===== src/rtl/muldiv_unit.sv =====
// Iterative RV32M multiply/divide unit: radix-2 shift-add multiply and restoring divide.
// Define MULDIV_FAST_MUL_EN to replace the iterative multiply with a single-cycle multiplier.
module muldiv_unit #(
  parameter int XLEN  = 32,
  parameter int CNT_W = 6
) (
  input  logic            clk,
  input  logic            rst,
  input  logic            in_valid,
  output logic            in_ready,
  input  logic [2:0]      op,
  input  logic [XLEN-1:0] a,
  input  logic [XLEN-1:0] b,
  input  logic            flush,
  output logic            out_valid,
  input  logic            out_ready,
  output logic [XLEN-1:0] result,
  output logic            busy
);

  typedef enum logic [1:0] {IDLE, CALC, FIX, DONE} state_t;

  localparam logic [2:0]      OP_MUL    = 3'b000;
  localparam logic [2:0]      OP_MULH   = 3'b001;
  localparam logic [2:0]      OP_MULHSU = 3'b010;
  localparam logic [XLEN-1:0] MIN_INT   = {1'b1, {(XLEN-1){1'b0}}};
`ifdef MULDIV_FAST_MUL_EN
  localparam logic FAST_MUL = 1'b1;
`else
  localparam logic FAST_MUL = 1'b0;
`endif

  state_t              state_q, state_d;
  logic [2:0]          op_q, op_d;
  logic [2*XLEN-1:0]   acc_q, acc_d;
  logic [XLEN-1:0]     mcand_q, mcand_d;
  logic [CNT_W-1:0]    cnt_q, cnt_d;
  logic                neg_q, neg_d;
  logic                dz_q, dz_d;
  logic                ovf_q, ovf_d;
  logic [XLEN-1:0]     result_q, result_d;

  logic                a_signed, b_signed, a_neg, b_neg;
  logic [XLEN-1:0]     a_mag, b_mag;
  logic                div_zero, div_ovf, neg_in, fast_in, accept;
  logic [XLEN:0]       mul_sum;
  logic [2*XLEN-1:0]   mul_next, div_next, mul_prod;
  logic [XLEN-1:0]     div_shift, div_rem, lo_fix, hi_fix, fix_res;
  logic                div_ge;
`ifdef MULDIV_FAST_MUL_EN
  logic                fm_a_ext, fm_b_ext;
  logic [2*XLEN-1:0]   fm_a, fm_b;
`endif

  // Operand decode: magnitudes, final-sign flag and the fast-path special cases.
  always_comb begin
    a_signed = op[2] ? ~op[0] : (op == OP_MULH || op == OP_MULHSU);
    b_signed = op[2] ? ~op[0] : (op == OP_MULH);
    a_neg    = a_signed & a[XLEN-1];
    b_neg    = b_signed & b[XLEN-1];
    a_mag    = a_neg ? -a : a;
    b_mag    = b_neg ? -b : b;
    div_zero = op[2] & (b == '0);
    div_ovf  = op[2] & ~op[0] & (a == MIN_INT) & (b == '1);
    neg_in   = (op[2] & op[1]) ? a_neg : (a_neg ^ b_neg);
    fast_in  = div_zero | div_ovf | (FAST_MUL & ~op[2]);
    accept   = in_valid & in_ready & ~flush;
  end

  always_ff @(posedge clk or posedge rst) begin
    if (rst) state_q <= IDLE;
    else     state_q <= state_d;
  end

  always_comb begin
    state_d = state_q;
    case (state_q)
      IDLE: if (accept) state_d = fast_in ? FIX : CALC;
      CALC: if (flush) state_d = IDLE;
            else if (cnt_q == CNT_W'(XLEN-1)) state_d = FIX;
      FIX:  state_d = flush ? IDLE : DONE;
      DONE: if (flush || out_ready) state_d = IDLE;
      default: state_d = IDLE;
    endcase
  end

  always_comb begin
    in_ready  = (state_q == IDLE);
    busy      = (state_q != IDLE);
    out_valid = (state_q == DONE);
    result    = result_q;
  end

  // One radix-2 step; the divide carry-out bit guarantees the subtract fits in XLEN bits.
  always_comb begin
    mul_sum   = {1'b0, acc_q[2*XLEN-1:XLEN]} + (acc_q[0] ? {1'b0, mcand_q} : '0);
    mul_next  = {mul_sum, acc_q[XLEN-1:1]};
    div_shift = {acc_q[2*XLEN-2:XLEN], acc_q[XLEN-1]};
    div_ge    = acc_q[2*XLEN-1] | (div_shift >= mcand_q);
    div_rem   = div_ge ? (div_shift - mcand_q) : div_shift;
    div_next  = {div_rem, acc_q[XLEN-2:0], div_ge};
  end

  always_comb begin
    lo_fix = neg_q ? -acc_q[XLEN-1:0] : acc_q[XLEN-1:0];
    hi_fix = neg_q ? -acc_q[2*XLEN-1:XLEN] : acc_q[2*XLEN-1:XLEN];
`ifdef MULDIV_FAST_MUL_EN
    fm_a_ext = (op_q == OP_MULH || op_q == OP_MULHSU) & acc_q[XLEN-1];
    fm_b_ext = (op_q == OP_MULH) & acc_q[2*XLEN-1];
    fm_a     = {{XLEN{fm_a_ext}}, acc_q[XLEN-1:0]};
    fm_b     = {{XLEN{fm_b_ext}}, acc_q[2*XLEN-1:XLEN]};
    mul_prod = fm_a * fm_b;
`else
    mul_prod = neg_q ? -acc_q : acc_q;
`endif
    if (op_q[2]) begin
      if (dz_q)       fix_res = op_q[1] ? acc_q[XLEN-1:0] : '1;
      else if (ovf_q) fix_res = op_q[1] ? '0 : MIN_INT;
      else            fix_res = op_q[1] ? hi_fix : lo_fix;
    end else begin
      fix_res = (op_q == OP_MUL) ? mul_prod[XLEN-1:0] : mul_prod[2*XLEN-1:XLEN];
    end
  end

  // Fast-path ops keep the raw operands {b, a} in the accumulator for the fix-up stage.
  always_comb begin
    op_d     = op_q;
    acc_d    = acc_q;
    mcand_d  = mcand_q;
    cnt_d    = cnt_q;
    neg_d    = neg_q;
    dz_d     = dz_q;
    ovf_d    = ovf_q;
    result_d = result_q;
    case (state_q)
      IDLE: if (accept) begin
        op_d    = op;
        neg_d   = neg_in;
        dz_d    = div_zero;
        ovf_d   = div_ovf;
        cnt_d   = '0;
        acc_d   = fast_in ? {b, a} : {{XLEN{1'b0}}, a_mag};
        mcand_d = b_mag;
      end
      CALC: begin
        acc_d = op_q[2] ? div_next : mul_next;
        cnt_d = cnt_q + 1'b1;
      end
      FIX: if (!flush) result_d = fix_res;
      default: ;
    endcase
  end

  always_ff @(posedge clk or posedge rst) begin
    if (rst) begin
      op_q     <= '0;
      acc_q    <= '0;
      mcand_q  <= '0;
      cnt_q    <= '0;
      neg_q    <= 1'b0;
      dz_q     <= 1'b0;
      ovf_q    <= 1'b0;
      result_q <= '0;
    end else begin
      op_q     <= op_d;
      acc_q    <= acc_d;
      mcand_q  <= mcand_d;
      cnt_q    <= cnt_d;
      neg_q    <= neg_d;
      dz_q     <= dz_d;
      ovf_q    <= ovf_d;
      result_q <= result_d;
    end
  end

endmodule


===== config.mk =====
export PLATFORM = sky130hd
export DESIGN_NAME = muldiv_unit
export DESIGN_NICKNAME = d
export VERILOG_FILES = /design/src/rtl/muldiv_unit.sv
export SDC_FILE = /design/constraint.sdc
export NUM_CORES = 1
export LEC_CHECK = 0
export CORE_AREA = 3 3 294 224
export DETAILED_ROUTE_END_ITERATION = 16
export DIE_AREA = 0 0 297 227
export PLACE_DENSITY = 0.37
export SLEW_MARGIN = 20
export SYNTH_ARGS = -nofsm -noshare
export SYNTH_HDL_FRONTEND = slang
export SYNTH_SLANG_ARGS = --single-unit
export TNS_END_PERCENT = 100

===== constraint.sdc =====
create_clock -name clk -period 6.8 [get_ports clk]
set_input_delay 1.02 -clock clk [delete_from_list [all_inputs] [get_ports clk]]
set_output_delay 1.02 -clock clk [all_outputs]
set_load 0.05 [all_outputs]

==> results.rst, run 1 <==
.. list-table::
   :header-rows: 1

   * - Metric
     - Value
   * - PwrDens
     - around 610 mW/mm^2
   * - Final Critical Period
     - roughly 4.4 ns
   * - CTS H-Tree Depth
     - 4
   * - Switching part of the total
     - 0.5678
   * - Number of gates resized after CTS
     - 0
   * - Worst-Skew Late Latency
     - ~0.48 ns
   * - Pin count of the biggest net entering global routing
     - roughly 110
   * - CTS clk-pin slew, worst paths
     - about 0.070 ns
   * - Count of buffers inserted at the top-level ports
     - 106
   * - Pre-CTS setup slack
     - around 2.2 ns
   * - Fraction of synthesis flops using an asynchronous set or reset pin
     - 1.000
   * - Worst setup EP type
     - flip-flop
   * - Routed Antenna Nets
     - 0
   * - Clock tree from TritonCTS
     - yes
   * - Share of synthesized area spent on multiplexers
     - 0.03439
   * - Final Max Slew Viols
     - 0
   * - Register share of total power
     - 0.203
   * - Slew @ Worst Pin
     - 0.9584 ns
   * - Dominant register cell in the synthesized netlist
     - dfrtp_1
   * - Max-Cap Viols
     - 0
   * - Setup slack of the most critical reg-to-reg path
     - 2.43 ns
   * - Horizontal die dimension
     - between 200 and 300 microns
   * - Routed vias/inst
     - 5.232
   * - Syn Area/Cell
     - 7.461 sq um
   * - NumNets Final
     - between 2,000 and 2,500
   * - Synth Register Bits
     - roughly 140
   * - DRT iter0 DRCs
     - between 1,000 and 1,500
   * - Met3 Wirelength
     - between 3000 and 4000 microns
   * - Final routed wirelength across all metal layers
     - around 64,000 microns
   * - Number of remaining DRC errors
     - 0
   * - Final hold vios
     - 0
   * - Residual overflow from global routing
     - 0
   * - Combinational family with the most area after synthesis
     - compound AO/OA/AOI/OAI gates
   * - LEAKAGE
     - a little under 7 nW
   * - Effective utilization at floorplan
     - 0.2289
   * - Syn-to-layout area delta
     - 16.91%
   * - CP Class
     - flip-flop to flip-flop
   * - Clock group share of total power
     - 0.099
   * - Compound-Gate Fraction of Synth Area
     - 0.2871
   * - Die outline height
     - about 230 microns
   * - Final worst setup slack
     - 2.431 ns
   * - F_max
     - 0.2289 GHz
   * - Highest metal used
     - met5
   * - Syn_nets
     - between 2,000 and 2,500
   * - Cell area after synthesis
     - between 0.01 and 0.015 sq mm
   * - Total CTS buffers
     - 17
   * - RSZ-0062 raised after global routing
     - no
   * - Root buffer cell
     - clkbuf_16
   * - Detailed Place HPWL
     - approximately 50,000 microns
   * - DR vias
     - about 15,000
   * - Drt first pass iters
     - 5
   * - Type of the worst min-delay path
     - flip-flop to flip-flop
   * - Share of cells above drive strength 1
     - 0.04668
   * - Worst IR Drop VDD
     - about 0.0002 V
   * - Area of the core region
     - roughly 0.063 sq mm
   * - Worst R2R Path Depth
     - 10
   * - Skew final
     - 0.01723 ns
   * - Cell internal power dissipation
     - between 4 and 5 mW
   * - Proportion of synthesized chip area in sequential cells
     - 0.2454
   * - Count of hold-fix buffers inserted at cts
     - 0
   * - Routed len/inst
     - between 20 and 25 microns
   * - Number of instances in the synthesized netlist
     - 1,941
   * - Worst rel slew slack
     - 0.3611
   * - Routed length on met2
     - approximately 25,000 microns
   * - Final setup violation count
     - 0
   * - Antenna violations before repair
     - 1
   * - Final clock period utilization by the worst path
     - 0.6424
   * - Synth Area in XOR/XNOR
     - 0.1185
   * - Synthesis Warnings
     - 0
   * - WL met1
     - ~35,000 microns
   * - Clock tree buffer depth
     - 2
   * - Worst-path maximum fanout
     - 32
   * - Total Neg Setup Slack
     - 0 ns
   * - Die Outline Area
     - 0.06742 sq mm
   * - Required @ worst endpoint
     - just over 7 ns
   * - Worst path arrival time
     - between 4 and 5 ns
   * - Final weighted congestion in routability-driven placement
     - about 0.88
   * - I/O pins
     - between 100 and 150
   * - Post-CTS setup buffer count
     - 0
   * - Post-Synth Adder-Cell Area
     - 0.06325
   * - Row count
     - 80
   * - Post-synthesis share of cell area spent on and, or, nand and nor gates
     - 0.1971
   * - Power share of the combinational group
     - 0.698
   * - Total global-route track usage
     - 0.1885
   * - Cells on Worst Hold Path
     - 2
   * - Unique masters post-synth
     - between 70 and 80
   * - Switching power of the nets
     - 5.902 mW
   * - TritonCTS sink count
     - 142
   * - Vias in the first global route
     - 14,400
   * - Number of flops mapped to enable cells by yosys
     - 0
   * - Sort of element at the start of the critical path
     - flip-flop
   * - Post-layout total power
     - between 10 and 15 mW
   * - Status
     - completed
   * - Wire length of the first global-routing pass
     - between 90,000 and 100,000 microns
==> final cells by class <==
| cell class | instances | area (sq um) |
|---|---|---|
| antenna | 2 | 5.005 |
| clock buffer | 18 | 429.2 |
| clock inverter | 14 | 178.9 |
| fill | 7036 | 46330 |
| inverter | 65 | 249.0 |
| multi-input combinational | 1598 | 10160 |
| sequential | 142 | 3558 |
| tap | 861 | 1077 |
| timing repair buffer | 134 | 1275 |
==> worst paths after layout <==
kind	from	endpoint
min in group asynchronous	rst	acc_q[39]
setup / recovery	acc_q[46]	acc_q[33]
max in group asynchronous	rst	op_q[2]
hold reg to reg	result[13]	result[13]
setup reg to reg	acc_q[46]	acc_q[33]
hold / removal	result[13]	result[13]
==> synthesized netlist by cell type (10+ instances only) <==
library cell  count  share of area
a211oi_1         31          0.016
a21o_1           37          0.019
a21oi_1         140          0.048
a31oi_1          52          0.022
and2_1           10         0.0043
buf_1            15         0.0039
clkbuf_1        113          0.029
dfrtp_1         142           0.25
ha_1             70          0.060
inv_1            65          0.017
mux2i_1          43          0.030
nand2_1         225          0.058
nand2b_1         20         0.0086
nand3_1          34          0.012
nand4_1          29          0.013
nor2_1          180          0.047
nor3_1           30          0.010
o211ai_1         20          0.010
o21a_1           24          0.012
o21ai_0         176          0.061
o21ai_1          48          0.017
o21bai_1         10         0.0052
o31ai_1          34          0.018
o41ai_1          17          0.010
or3_1            17         0.0073
or4_1            14         0.0073
xnor2_1          93          0.056
xor2_1          103          0.062
==> critical path, cell delays in order, from the launching register on <==
cell     delay [ns]
dfrtp_1        0.60
ha_1           0.48
and2_1         0.27
nand4_1        0.17
nor3_1         0.32
nand4_1        0.29
a21oi_1        0.31
o21a_2         0.82
mux2i_1        0.17
a21oi_1        0.61
o21ai_0        0.16
==> logic make-up after synthesis <==
kind of cell,after synthesis
AOI/OAI and AO/OA,667
and+or+nand+nor,615
buffers and inverters,201
xor gates and xnor gates,196
DFF,142
adders and majority gates,72
muxes,48
==> metrics by stage <==
| step | area (sq um) | instances | hold WS, ns | utilization |
|---|---|---|---|---|
| after floorplan | 14480 | 1941 | 0.4498 | - |
| after global placement | 16310 | 2800 | 0.4644 | 0.2579 |
| after detailed placement | 16310 | 2800 | 0.4601 | 0.2579 |
| after CTS | 16920 | 2832 | 0.4756 | 0.2675 |
| after global routing | 16930 | 2832 | 0.4934 | 0.2675 |
| final | 16930 | 2834 | 0.4653 | 0.2676 |
==> layer usage <==
layer  track usage  vias to the layer above
li1              -                     7055
met1        0.2984                     7268
met2        0.2606                      451
met3       0.03470                       52
met4       0.03775                        2
met5             0                        -
==> flip-flops by register name, indices dropped and copies added, names as in the netlist <==
name,cells
acc_q,64
cnt_q,6
op_q,3
ovf_q,1
dz_q,1
result,32
mcand_q,32
state_q,2
neg_q,1
==> cell usage in the layout (no fill, tap or decap), types with 8 or more instances in the layout <==
cell / n
nor4_1: 8
o21a_1: 23
ha_1: 70
o21bai_1: 10
clkdlybuf4s50_1: 106
nand4_1: 29
buf_4: 27
nand2b_1: 19
a21o_1: 37
xor2_1: 103
dfrtp_1: 140
nand3_1: 34
a211oi_1: 31
o31a_1: 9
nand2_1: 225
o221ai_1: 8
clkbuf_16: 17
o21ai_0: 176
o31ai_1: 34
or4_1: 14
and2_1: 10
nor2b_1: 9
a31oi_1: 52
nor3_1: 30
nor2_1: 180
o211ai_1: 20
o21ai_1: 48
o41ai_1: 17
xnor2_1: 93
mux2i_1: 43
or3_1: 16
inv_1: 64
a21oi_1: 140
==> power by group through the flow <==
stage | Sequential (mW) | Combinational, mW | Clock [mW]
6_report | 2.11 | 7.26 | 1.03
5_1_grt | 2.17 | 7.95 | 1.09
4_1_cts | 2.09 | 7.18 | 1.06
3_5_place_dp | 2.11 | 7.14 | 0
3_3_place_gp | 2.10 | 7.18 | 0
2_1_floorplan | 1.83 | 5.01 | 0
Note: power is estimated with default switching activity, not from simulation.
==> run 2, diff against run 1 <==
--- a/config.mk
+++ b/config.mk
@@ -8,7 +8,7 @@
 export CORE_AREA = 3 3 294 224
 export DETAILED_ROUTE_END_ITERATION = 16
 export DIE_AREA = 0 0 297 227
-export PLACE_DENSITY = 0.37
+export PLACE_DENSITY = 0.38
 export SLEW_MARGIN = 20
 export SYNTH_ARGS = -nofsm -noshare
 export SYNTH_HDL_FRONTEND = slang
==> constraint.sdc (replaced) <==
create_clock -name clk -period 3.9 [get_ports clk]
set_input_delay 0.585 -clock clk [delete_from_list [all_inputs] [get_ports clk]]
set_output_delay 0.585 -clock clk [all_outputs]
set_load 0.05 [all_outputs]
==> run 2 against run 1 <==
Compared with the run above:
- sequential share of layout area down 0.99 points
- sequential power up 47%
- first-iteration DRC count up 40%
- global-route usage up 0.62 points
- critical endpoint is now result[27]
- largest cell class unchanged
==> results.rst, run 2 (same netlist as run 1, synthesis figures left out) <==
.. list-table::
   :header-rows: 1

   * - Metric
     - Value
   * - Status
     - completed
   * - Startpoint of the worst register-to-register path
     - acc_q[0]
   * - Commonest cells after routing, fill and taps aside
     - nand2_1, nor2_1, o21ai_0
   * - Clock tree from TritonCTS
     - yes
   * - Type of the worst min-delay path
     - input port to async pin
   * - Drt first pass iters
     - 6
   * - Sort of element at the start of the critical path
     - flip-flop
   * - Worst setup EP type
     - flip-flop
   * - Switching part of the total
     - 0.5529
   * - Total global-route track usage
     - 0.1947
   * - Effective utilization at floorplan
     - 0.2289
   * - TritonCTS sink count
     - 142
   * - NumNets Final
     - between 2,000 and 2,500
   * - CP Class
     - flip-flop to flip-flop
   * - Worst path arrival time
     - 4.07 ns
   * - DRT iter0 DRCs
     - between 1,500 and 2,000
   * - Final routed wirelength across all metal layers
     - around 66,000 microns
   * - I/O pins
     - between 100 and 150
   * - Register share of total power
     - 0.162
   * - Residual overflow from global routing
     - 0
   * - Vias in the first global route
     - ~15,000
   * - Slowest Stage Delay on Critical Path
     - about 0.67 ns
   * - Antenna violations before repair
     - 1
   * - Cell internal power dissipation
     - 8.607 mW
   * - Final Critical Period
     - 3.742 ns
   * - Critical register-to-register path endpoint
     - result[27]
   * - Flip-flop count of the largest register after layout
     - 64
   * - Slew @ Worst Pin
     - around 0.8 ns
   * - Layout filler cell count
     - roughly 6,900
   * - Post-route standard cell area excluding fillers
     - 0.01777 sq mm
   * - Routed vias/inst
     - 5.228
   * - Skew final
     - 0.01489 ns
   * - DR vias
     - 15,340
   * - Required @ worst endpoint
     - about 4.2 ns
   * - Row count
     - 80
   * - Pin count of the biggest net entering global routing
     - roughly 140
   * - LEAKAGE
     - 7.266 nW
   * - Dominant cell type by count on the critical path
     - o21ai_1
   * - Final Max Slew Viols
     - 0
   * - Routed Antenna Nets
     - 0
   * - Die Outline Area
     - approximately 0.067 sq mm
   * - Post-CTS setup buffer count
     - 0
   * - CTS clk-pin slew, worst paths
     - ~0.07 ns
   * - Setup slack of the most critical reg-to-reg path
     - 0.16 ns
   * - Die outline height
     - between 200 and 250 microns
   * - Area of the core region
     - roughly 0.063 sq mm
   * - Worst path cell trace
     - buf_4 > or4_1 > nor4_2 > buf_4 > and4_1 > nand2_1 > o41ai_2 > xnor2_1 > o21ai_1 > o21ai_1 > o21ai_1
   * - Worst rel slew slack
     - 0.4489
   * - Total CTS buffers
     - 17
   * - Switching power of the nets
     - 10.65 mW
   * - Share of cells above drive strength 1
     - 0.09407
   * - Area post-placement
     - about 0.017 sq mm
   * - Diodes inserted
     - 0
   * - Max-Cap Viols
     - 0
   * - Horizontal die dimension
     - between 200 and 300 microns
   * - Biggest register
     - acc_q
   * - Final setup violation count
     - 0
   * - Detailed Place HPWL
     - roughly 52,000 microns
   * - Slowest stage cell, crit path
     - or4_1
   * - Most common cell after layout, fill and taps aside
     - nand2_1
   * - CTS H-Tree Depth
     - 4
   * - Final hold vios
     - 0
   * - Syn-to-layout area delta
     - 22.71%
   * - RSZ-0062 raised after global routing
     - no
   * - Routed len/inst
     - approximately 23 microns
   * - PwrDens
     - between 1000 and 1500 mW/mm^2
   * - Number of remaining DRC errors
     - 0
   * - Total Neg Setup Slack
     - 0 ns
   * - Clock tree buffer depth
     - 2
   * - Worst-path maximum fanout
     - 5
   * - Clock group share of total power
     - 0.092
   * - Final clock period utilization by the worst path
     - 0.9596
   * - F_max
     - ~0.27 GHz
   * - Power share of the combinational group
     - 0.747
   * - Root buffer cell
     - clkbuf_16
   * - Wire length of the first global-routing pass
     - roughly 100,000 microns
   * - Count of buffers inserted at the top-level ports
     - 106
   * - Worst IR Drop VDD
     - 0.0004973 V
   * - Final weighted congestion in routability-driven placement
     - around 0.91
   * - Worst R2R Path Depth
     - 11
   * - Worst-Skew Late Latency
     - approximately 0.47 ns
## run 2: final cells by class
class / instances / area, sq um / share of cell area
Multi-Input combinational cell: 1598 / 10160 / 0.5719
Sequential cell: 142 / 3558 / 0.2002
Timing Repair Buffer: 237 / 2132 / 0.1200
Tap cell: 861 / 1077 / 0.06062
Clock buffer: 18 / 429.2 / 0.02415
Inverter: 65 / 247.7 / 0.01394
Clock inverter: 13 / 162.7 / 0.009153
## run 2: worst max-delay path by stage
stage | start | to | slack, ns | cells past startpoint
5_1_grt | acc_q[0] | result[26] | 0.009 | 13
3_3_place_gp | a[26] | acc_q[61] | 0.19 | 11
4_1_cts | acc_q[0] | result[26] | 0.20 | 13
2_1_floorplan | acc_q[0] | acc_q[62] | 0.78 | 13
3_5_place_dp | a[26] | acc_q[56] | 0.14 | 10
6_report | acc_q[0] | result[27] | 0.16 | 11
## run 2: through the flow
stage	cells	setup slack, ns	hold slack, ns	power [mW]	utilization
final	2934	0.1577	0.4446	19.25	0.2809
after floorplan	1941	0.7834	0.4498	11.94	-
after detailed placement	2903	0.1358	0.4696	17.12	0.2715
after global routing	2934	0.009202	0.4714	20.69	0.2809
after global placement	2903	0.1869	0.4635	17.15	0.2714
after CTS	2934	0.2013	0.4437	18.97	0.2808
## run 2: critical path, delay by kind of cell (launching register included)
| kind | cells | cell delay, ns |
|---|---|---|
| flops | 1 | 0.49 |
| buf+inv | 2 | 0.38 |
| simple gates | 4 | 1.39 |
| xor+xnor | 1 | 0.20 |
| compound gates | 4 | 1.11 |
## run 2: metal layers
metal	vias up	routed length [microns]	track usage
met5	-	0	0
met4	0	612	0.02899
met3	40	5807	0.05901
met2	595	25100	0.2581
met1	7463	34730	0.3065
li1	7241	-	-
## run 2: power by group through the flow
stage | Combinational, mW | Sequential [mW] | Clock [mW]
detailed placement | 14.0 | 3.12 | 0
floorplan | 8.74 | 3.20 | 0
finish | 14.4 | 3.11 | 1.76
global placement | 14.0 | 3.12 | 0
global route | 15.6 | 3.21 | 1.88
CTS | 14.1 | 3.10 | 1.81
## run 2: what timing repair did
| action | in CTS | in global routing |
|---|---|---|
| hold buffers | 0 | 0 |
| resized for setup | 0 | 1 |
| setup endpoints to repair | 0 | 1 |
